**config.mk**
```make
export PLATFORM = sky130hd
export DESIGN_NAME = jtag_scan_sequencer
export DESIGN_NICKNAME = d
export VERILOG_FILES = /design/src/rtl/jtag_scan_sequencer.sv
export SDC_FILE = /design/constraint.sdc
export NUM_CORES = 1
export LEC_CHECK = 0
export CAP_MARGIN = 10
export CELL_PAD_IN_SITES_DETAIL_PLACEMENT = 0
export CELL_PAD_IN_SITES_GLOBAL_PLACEMENT = 1
export CORE_UTILIZATION = 35
export CTS_BUF_LIST = sky130_fd_sc_hd__clkbuf_8
export DETAILED_ROUTE_END_ITERATION = 16
export PLACE_DENSITY = 0.85
export SKIP_CTS_REPAIR_TIMING = 1
export SYNTH_ARGS = -nofsm -noshare
export SYNTH_HDL_FRONTEND = slang
export SYNTH_SLANG_ARGS = --single-unit
```
**constraint.sdc**
```tcl
create_clock -name clk -period 4.7 [get_ports clk]
set_input_delay 0.705 -clock clk [delete_from_list [all_inputs] [get_ports clk]]
set_output_delay 0.705 -clock clk [all_outputs]
set_load 0.05 [all_outputs]
```
**src/rtl/jtag_scan_sequencer.sv**
```systemverilog
// JTAG TAP master: turns TAP-reset / IR-scan / DR-scan commands into registered
// TMS/TDI sequences and returns the TDO bits captured while in Shift.
module jtag_scan_sequencer #(
    parameter int DATA_W     = 150,
    parameter int LEN_W      = 8,
    parameter int RESET_ONES = 5
) (
    input  logic              clk,
    input  logic              TRST_b,
    input  logic              cmd_valid,
    output logic              cmd_ready,
    input  logic [1:0]        cmd_type,
    input  logic [LEN_W-1:0]  cmd_len,
    input  logic [DATA_W-1:0] cmd_data,
    output logic              TMS,
    output logic              TDI,
    input  logic              TDO,
    output logic              busy,
    output logic              rsp_valid,
    output logic              rsp_err,
    output logic [DATA_W-1:0] rsp_data
);
    typedef enum logic [2:0] {IDLE, RST_SEQ, PRE, SHIFT, POST, RESP} state_t;

    localparam logic [1:0]       T_RST    = 2'd0;
    localparam logic [1:0]       T_IR     = 2'd1;
    localparam logic [1:0]       T_RSV    = 2'd3;
    localparam logic [LEN_W-1:0] MAX_LEN  = LEN_W'(DATA_W);
    localparam logic [LEN_W-1:0] RST_LAST = LEN_W'(RESET_ONES);
    localparam logic [LEN_W-1:0] ONE      = LEN_W'(1);
    localparam logic [LEN_W-1:0] POST_END = LEN_W'(2);

    state_t            state;
    logic [LEN_W-1:0]  cnt;
    logic [LEN_W-1:0]  last_idx;
    logic [LEN_W-1:0]  cap_idx;
    logic [DATA_W-1:0] data_q;
    logic              is_ir;
    logic              cap_en;
    logic              cmd_bad;
    logic [LEN_W-1:0]  pre_last;

    assign cmd_ready = (state == IDLE);
    assign cmd_bad   = (cmd_type == T_RSV) ||
                       ((cmd_type != T_RST) && ((cmd_len == '0) || (cmd_len > MAX_LEN)));
    assign pre_last  = is_ir ? LEN_W'(3) : LEN_W'(2);

    always_ff @(posedge clk or negedge TRST_b) begin
        if (!TRST_b) begin
            state     <= IDLE;
            cnt       <= '0;
            last_idx  <= '0;
            cap_idx   <= '0;
            data_q    <= '0;
            is_ir     <= 1'b0;
            cap_en    <= 1'b0;
            TMS       <= 1'b0;
            TDI       <= 1'b0;
            busy      <= 1'b0;
            rsp_valid <= 1'b0;
            rsp_err   <= 1'b0;
            rsp_data  <= '0;
        end else begin
            // TMS/TDI set here drive the coming cycle; cap_en marks the cycle ending now as a shift cycle.
            if (cap_en) rsp_data[cap_idx] <= TDO;
            cap_en <= 1'b0;
            TMS    <= 1'b0;
            TDI    <= 1'b0;
            case (state)
                IDLE: begin
                    if (cmd_valid) begin
                        data_q   <= cmd_data;
                        last_idx <= cmd_len - ONE;
                        is_ir    <= (cmd_type == T_IR);
                        cnt      <= '0;
                        rsp_data <= '0;
                        if (cmd_bad) begin
                            state     <= RESP;
                            rsp_valid <= 1'b1;
                            rsp_err   <= 1'b1;
                        end else begin
                            busy  <= 1'b1;
                            state <= (cmd_type == T_RST) ? RST_SEQ : PRE;
                        end
                    end
                end
                RST_SEQ: begin
                    if (cnt == RST_LAST + ONE) begin
                        state     <= RESP;
                        rsp_valid <= 1'b1;
                        busy      <= 1'b0;
                    end else begin
                        TMS <= (cnt < RST_LAST);
                        cnt <= cnt + ONE;
                    end
                end
                PRE: begin
                    // IR path walks Select-DR, Select-IR; DR path stops after Select-DR
                    TMS <= (cnt == '0) || (is_ir && (cnt == ONE));
                    if (cnt == pre_last) begin
                        state <= SHIFT;
                        cnt   <= '0;
                    end else begin
                        cnt <= cnt + ONE;
                    end
                end
                SHIFT: begin
                    TMS     <= (cnt == last_idx);
                    TDI     <= data_q[0];
                    data_q  <= data_q >> 1;
                    cap_en  <= 1'b1;
                    cap_idx <= cnt;
                    if (cnt == last_idx) begin
                        state <= POST;
                        cnt   <= '0;
                    end else begin
                        cnt <= cnt + ONE;
                    end
                end
                POST: begin
                    if (cnt == POST_END) begin
                        state     <= RESP;
                        rsp_valid <= 1'b1;
                        busy      <= 1'b0;
                    end else begin
                        TMS <= (cnt == '0);
                        cnt <= cnt + ONE;
                    end
                end
                RESP: begin
                    state     <= IDLE;
                    rsp_valid <= 1'b0;
                    rsp_err   <= 1'b0;
                end
                default: state <= IDLE;
            endcase
        end
    end
endmodule
```
==> run metrics, run 1 <==
status completed; Crit Path Category reg2out; fin crit period 3.11 ns; CTS Buf Count 57; IO buf count 319; Critical Path Stages 2; I/O pin count 320; CP max-delay cell clkdlybuf4s50_1; post-synthesis simple-gate area fraction a little over a fifth; cell family with most CP delay buffers and inverters; Post-Syn Area ~15000 um2; crit path cell chain nor3_1, clkdlybuf4s50_1; Seq cells post-synth 334; CTS Buffer Depth 3; EDFF count, synth 0; Final setup viols 0; Clk Latency, worst-skew pair 0.66 ns; Worst R2R End state[0]$_DFFE_PN0P_; Cell variety after synth 53; initial antenna violation count 10; Final Power ~0.01 W; Max stage delay on crit path about 0.89 ns; die footprint roughly 45000 um2; Net Count, Synth 1950; sequential element share of the synthesized area between 50 and 60%; vias in the first global route 13700; # nets final ~2200; PnR worst setup slack 1.59 ns; Die W about 210 um; FF-to-FF Start state[0]$_DFFE_PN0P_; fmax 321 MHz; Max-cap violations 0; clk sinks ~330; initial detailed-routing violation count 1435; crit path max fanout 13; worst r2r path cells 6; R2R Setup Slk between 1.5 and 2 ns; Syn. warnings 0; largest area contributor in the netlist dfrtp_1; average routed wire per standard cell 19.2 um; Core Footprint 43300 um2; largest family of logic cells by synthesized area simple AND/OR/NAND/NOR gates; Max VDD drop 307 uV; first-pass GRT wire length between 70 and 80 mm; post-synthesis area per instance 8.67 um2; first drt pass iteration count 6; Placed Instance Area 18900 um2; Slew HR about a fifth; Rows 76; post-synthesis adder-cell area fraction less than 1%; Yosys top cell area share 54.2%; HP Class in2async; fin crit share 66.2%; Hold Vio Cnt, Final 0; deepest level of the CTS H-tree 2; GRT Overall Usage 22.3%; layout filler cell count 4164; final instance area 20200 um2; CTS root buf clkbuf_8; Final HPWL DP about 33 mm; remaining antenna violation count 0; Cells after Synth 1778; compound-cell area share of the yosys netlist 17.9%; drt drc 0; clk_skew between 0.05 and 0.06 ns; FFs w/ async S/R, synth 100%; critical path endpoint cmd_ready; Setup TNS Final 0 ns; CTS tree built; Tightest Pin Transition 1.20 ns; Synth Area in XOR/XNOR less than 1%; Synth Flop Type dfrtp_1; CP Capture Type output pin; synth-to-layout area growth 30.8%; RSZ-0062 raised after global routing false; Routed Wire Length 51.0 mm; CTS clk-pin slew, worst paths roughly 0.06 ns; gp weighted congestion 0.851; main area contributors after synthesis dfrtp_1 (54%), nand2_1 (8.7%), a31oi_1 (6.2%); Via density around 5.5; Worst Path Buf+Inv 1; sequential cell area 8360 um2; Crit. Startpoint state[1]$_DFFE_PN0P_; largest net degree at the start of global routing ~210; Static Leak 8.54 nW; total number of vias 14500; area occupied by multi-input gates 6400 um2; layout cells sized above 1 around 6%; power per cell area 489 nW/um2; WP data arrival 2.41 ns; hold_ws 0.130 ns; post-synthesis mux area share 0.0731%; Startpoint Class flop; Die Ht 212 um; Overflow after GRT 0; pins over their slew limit 0; dpl ws 1.73 ns; Initial Utilization 35.6%; Worst Path Required between 3 and 4 ns
## final cells by class
class	instances	area share [%]
diodes	2	0.0248
clock buffers	78	5.33
clock inverters	28	0.894
inverters	13	0.242
multi-input cells	1285	31.7
flip-flops and latches	334	41.5
well taps	585	3.63
repair buffers	331	16.7
## stage by stage
stage	util, %	instances
2_1_floorplan	-	1778
6_report	46.6	2656
5_1_grt	46.6	2654
4_1_cts	46.6	2654
3_3_place_gp	43.7	2548
3_5_place_dp	43.7	2548
## how the worst min path moves through the flow
| stage | from | end | depth (start not counted) |
|---|---|---|---|
| 2_1_floorplan | TRST_b | TDI$_DFF_PN0_ | 0 |
| 3_3_place_gp | busy$_DFFE_PN0P_ | busy$_DFFE_PN0P_ | 1 |
| 3_5_place_dp | busy$_DFFE_PN0P_ | busy$_DFFE_PN0P_ | 1 |
| 4_1_cts | TRST_b | rsp_data[91]$_DFF_PN0_ | 1 |
| 5_1_grt | TRST_b | rsp_data[50]$_DFF_PN0_ | 1 |
| 6_report | TRST_b | rsp_data[106]$_DFF_PN0_ | 1 |
## registers in the layout (all words and copies together) (netlist names)
name	flops
data_q	150
rsp_data	150
cap_idx	8
cnt	8
last_idx	8
state	3
TDI	1
TMS	1
busy	1
cap_en	1
is_ir	1
rsp_err	1
rsp_valid	1
## placed cells by master, fill, tap and decap left out, drive strengths merged, types with 2 or more instances in the layout
master and n:
and2 3, nand2b 5, o21ai 171, or3 4, diode 2, nor3 15, nand4 11, clkbuf 78
and3b 3, inv 34, and3 3, nor2 172, clkinv 5, nand3 161, bufinv 2, xnor2 13
clkdlybuf4s50 317, nand2 358, nor2b 7, o211ai 2, o31ai 3, nor3b 4, nand3b 4, or4 2
nor4b 2, xor2 4, dfrtp 334, a21oi 159, a211oi 3, a31oi 153, ha 8, buf 14
a22o 3
## metal layers
layer	vias up	routed length (um)	global-route usage, %
met2	664	23100	34.3
met3	135	4720	5.98
li1	6660	-	-
met1	7007	21400	30.0
met5	-	135	0
met4	20	1570	8.70
## worst register-to-register path: stages, from the launching register on
cell and delay (ns):
dfrtp_1 0.60, nor2b_1 0.44, nand2_4 0.62, inv_2 0.46, o21ai_1 0.22, a31oi_1 0.22
and4b_1 0.22
## report_power, final
| part | internal (W) | switching [W] | total, W |
|---|---|---|---|
| registers | 0.00365 | 0.000547 | 0.00419 |
| clock network | 0.00159 | 0.00126 | 0.00284 |
| logic | 0.00104 | 0.00177 | 0.00282 |
| total | 0.00628 | 0.00358 | 0.00986 |
## cell families after synthesis
group,Yosys count
adders and majority gates,9
DFF,334
AOI/OAI and AO/OA,500
xor gates and xnor gates,17
buffers and inverters,159
and+or+nand+nor,758
muxes,1
## Yosys cell counts, drive strengths merged (2+ instances only)
master    n
buf      72
o21ai   171
a31oi   153
clkbuf   74
a211oi    3
o211ai    2
nor3b     4
and3      3
nand3b    4
inv      13
and3b     3
xor2      4
nand3   161
or4       2
nor4b     2
xnor2    13
dfrtp   334
or3       4
ha        8
and2      3
nor3     15
a22o      3
a21oi   159
o31ai     3
nand2   358
nor2b     7
nor2    172
nand2b    5
nand4    11
(Power assumes the default switching activity.)
==> run 2: changes to the inputs <==
PLACE_DENSITY = 0.88   (was 0.85)
clock period = 2.8 ns   (was 4.7 ns; I/O delays follow)
==> run 2 against run 1 <==
  * Sequential share of layout area decreased by 0.25 points
  * Register-to-register slack got worse by 1.4 ns
  * Hold slack improved by 0.19 ns
  * Worst setup slack lost 1.2 ns
  * Highest routed layer unchanged
  * Sequential cell count unchanged
  * Utilization grew 0.28 points
==> run metrics, run 2 (same netlist as run 1, synthesis figures left out) <==
WP data arrival 2.02 ns (-0.39 ns); clk sinks 334 (unchanged); I/O pin count 320 (unchanged); Startpoint Class flop; hold_ws 0.320 ns (+0.191 ns); power per cell area 793 nW/um2 (+62%); first drt pass iteration count 6 (unchanged); Core Footprint 43300 um2 (unchanged); initial detailed-routing violation count 1402 (-2.3%); pins over their slew limit 0 (unchanged); switch share 37.0% (+0.70 points); Overflow after GRT 0 (unchanged); PnR worst setup slack 0.360 ns (-1.23 ns); initial antenna violation count 7 (-3); CTS clk-pin slew, worst paths 0.06 ns (about the same); Static Leak 8.68 nW (+1.5%); fin crit share between 80% and 90%; Die W 212 um (unchanged); Rows 76 (unchanged); internal cell power 0.0101 W (+61%); drt drc 0 (unchanged); Max-cap violations 0 (unchanged); post-layout util 46.9% (+0.28 points); met2 routed WL 22.4 mm (-3.3%); total number of vias 14700 (+1.3%); Worst Path Required 2.38 ns (-1.61 ns); crit path max fanout 14 (+1); Crit Path Category reg2out; metal3 WL 5.21 mm (+11%); dpl ws 0.352 ns (-1.38 ns); first-pass GRT wire length 77.6 mm (-0.55%); antenna fix cells 0 (-2); remaining antenna violation count 0 (unchanged); most frequent cells in the layout nand2_1 (357), dfrtp_1 (334), clkdlybuf4s50_1 (316); CP Capture Type output pin; vias in the first global route 13800 (+0.50%); Slew HR 41.1% (+22 points); Sequential Power Share 43.6% (+1.0 points); Clk pwr share 25.7% (-3.1 points); IO buf count 319 (unchanged); Max VDD drop 512 uV (+66%); biggest regs data_q x150, rsp_data x150; gp weighted congestion 0.858 (+0.85%); die footprint 44900 um2 (unchanged); HP Class in2reg; fmax just over 400 MHz; Final HPWL DP 33.1 mm (about the same); Tightest Pin Transition 0.884 ns (-0.315 ns); clk_skew 0.0182 ns (-0.0321 ns); Die Ht 212 um (unchanged); CTS Buf Count 56 (-1.8%); fin crit period 2.44 ns; CTS root buf clkbuf_8; sw power 0.00595 W (+66%); Via density 5.47 (+0.32%); top sig layer met5; Logic pwr share 30.8% (+2.2 points); status completed; Initial Utilization 35.6% (unchanged); average routed wire per standard cell 18.6 um (-2.9%); commonest non-fill, non-tap cell in the layout nand2_1; CTS tree built; # nets final 2229 (+1.6%); Hold Vio Cnt, Final 0 (unchanged); CTS Buffer Depth 3 (unchanged); synth-to-layout area growth 31.6%; Clk Latency, worst-skew pair 0.65 ns (about the same); layout cells sized above 1 7.01% (+0.87 points); wl on met1 20.7 mm (-3.4%); largest net degree at the start of global routing 226 (+9.2%); Final setup viols 0 (unchanged); Routed Wire Length 50.0 mm (-1.9%); Final Power 0.0161 W (+63%); deepest level of the CTS H-tree 2 (unchanged); RSZ-0062 raised after global routing false; GRT Overall Usage 22.1% (-0.25 points)
run 2: changes by cell type in the layout (fill, tap and decap cells not counted), moves of 2 or more:
cell,change
bufinv_16,-2
clkbuf_8,-13
buf_12,+6
buf_4,+29
inv_1,+6
diode_2,-2
run 2: stage by stage:
stage	TNS [ns]	cell area, um2	instances
final	0	20300	2683
after global routing	0	20300	2683
after CTS	-0.120	20300	2682
after detailed placement	0	19200	2583
after global placement	0	19200	2583
after floorplan	0	15400	1778
run 2: area by class of cell:
class,instances,area (um2)
multi-input combinational,1285,6380
tap,585,732
clock buffer,65,895
sequential,334,8360
fill,4151,23000
clock inverter,34,150
inverter,13,48.8
timing repair buffer,367,3710
run 2: critical path, stage by stage, from the launching register on:
cell	delay, ns
dfrtp_1	0.53
nor3_1	0.33
dlymetal6s2s_1	0.52
run 2: per-layer routing:
layer	global-route usage, %	vias to the layer above
met5	0	-
met4	8.17	14
met3	6.57	124
met2	33.5	723
met1	29.7	7090
li1	-	6729
run 2: path summary, 6_finish.rpt:
check	cells after the start	start	slack, ns	to
worst max register to register	6	cnt[1]$_DFFE_PN0P_	0.44	cnt[5]$_DFFE_PN0P_
worst min-delay path	3	TDO	0.32	rsp_data[31]$_DFF_PN0_
worst max-delay path	2	state[0]$_DFFE_PN0P_	0.36	cmd_ready
max in group asynchronous	3	TRST_b	1.56	data_q[89]$_DFFE_PN0P_
min in group asynchronous	2	TRST_b	0.36	rsp_data[95]$_DFF_PN0_
worst min register to register	2	last_idx[5]$_DFFE_PN0P_	0.50	last_idx[5]$_DFFE_PN0P_
run 2: power by group through the flow:
stage | clock [W] | combinational [W] | sequential, W
2_1_floorplan | 0 | 0.00347 | 0.00687
3_3_place_gp | 0 | 0.00480 | 0.00700
3_5_place_dp | 0 | 0.00494 | 0.00705
4_1_cts | 0.00421 | 0.00495 | 0.00699
5_1_grt | 0.00444 | 0.00550 | 0.00718
6_report | 0.00412 | 0.00495 | 0.00700
==> run 3: changes to the inputs <==
CTS_CLUSTER_SIZE = 30   (was default)
==> results of run 3 <==
Same layout as run 2: the final DEF is identical, and so are final timing and power.
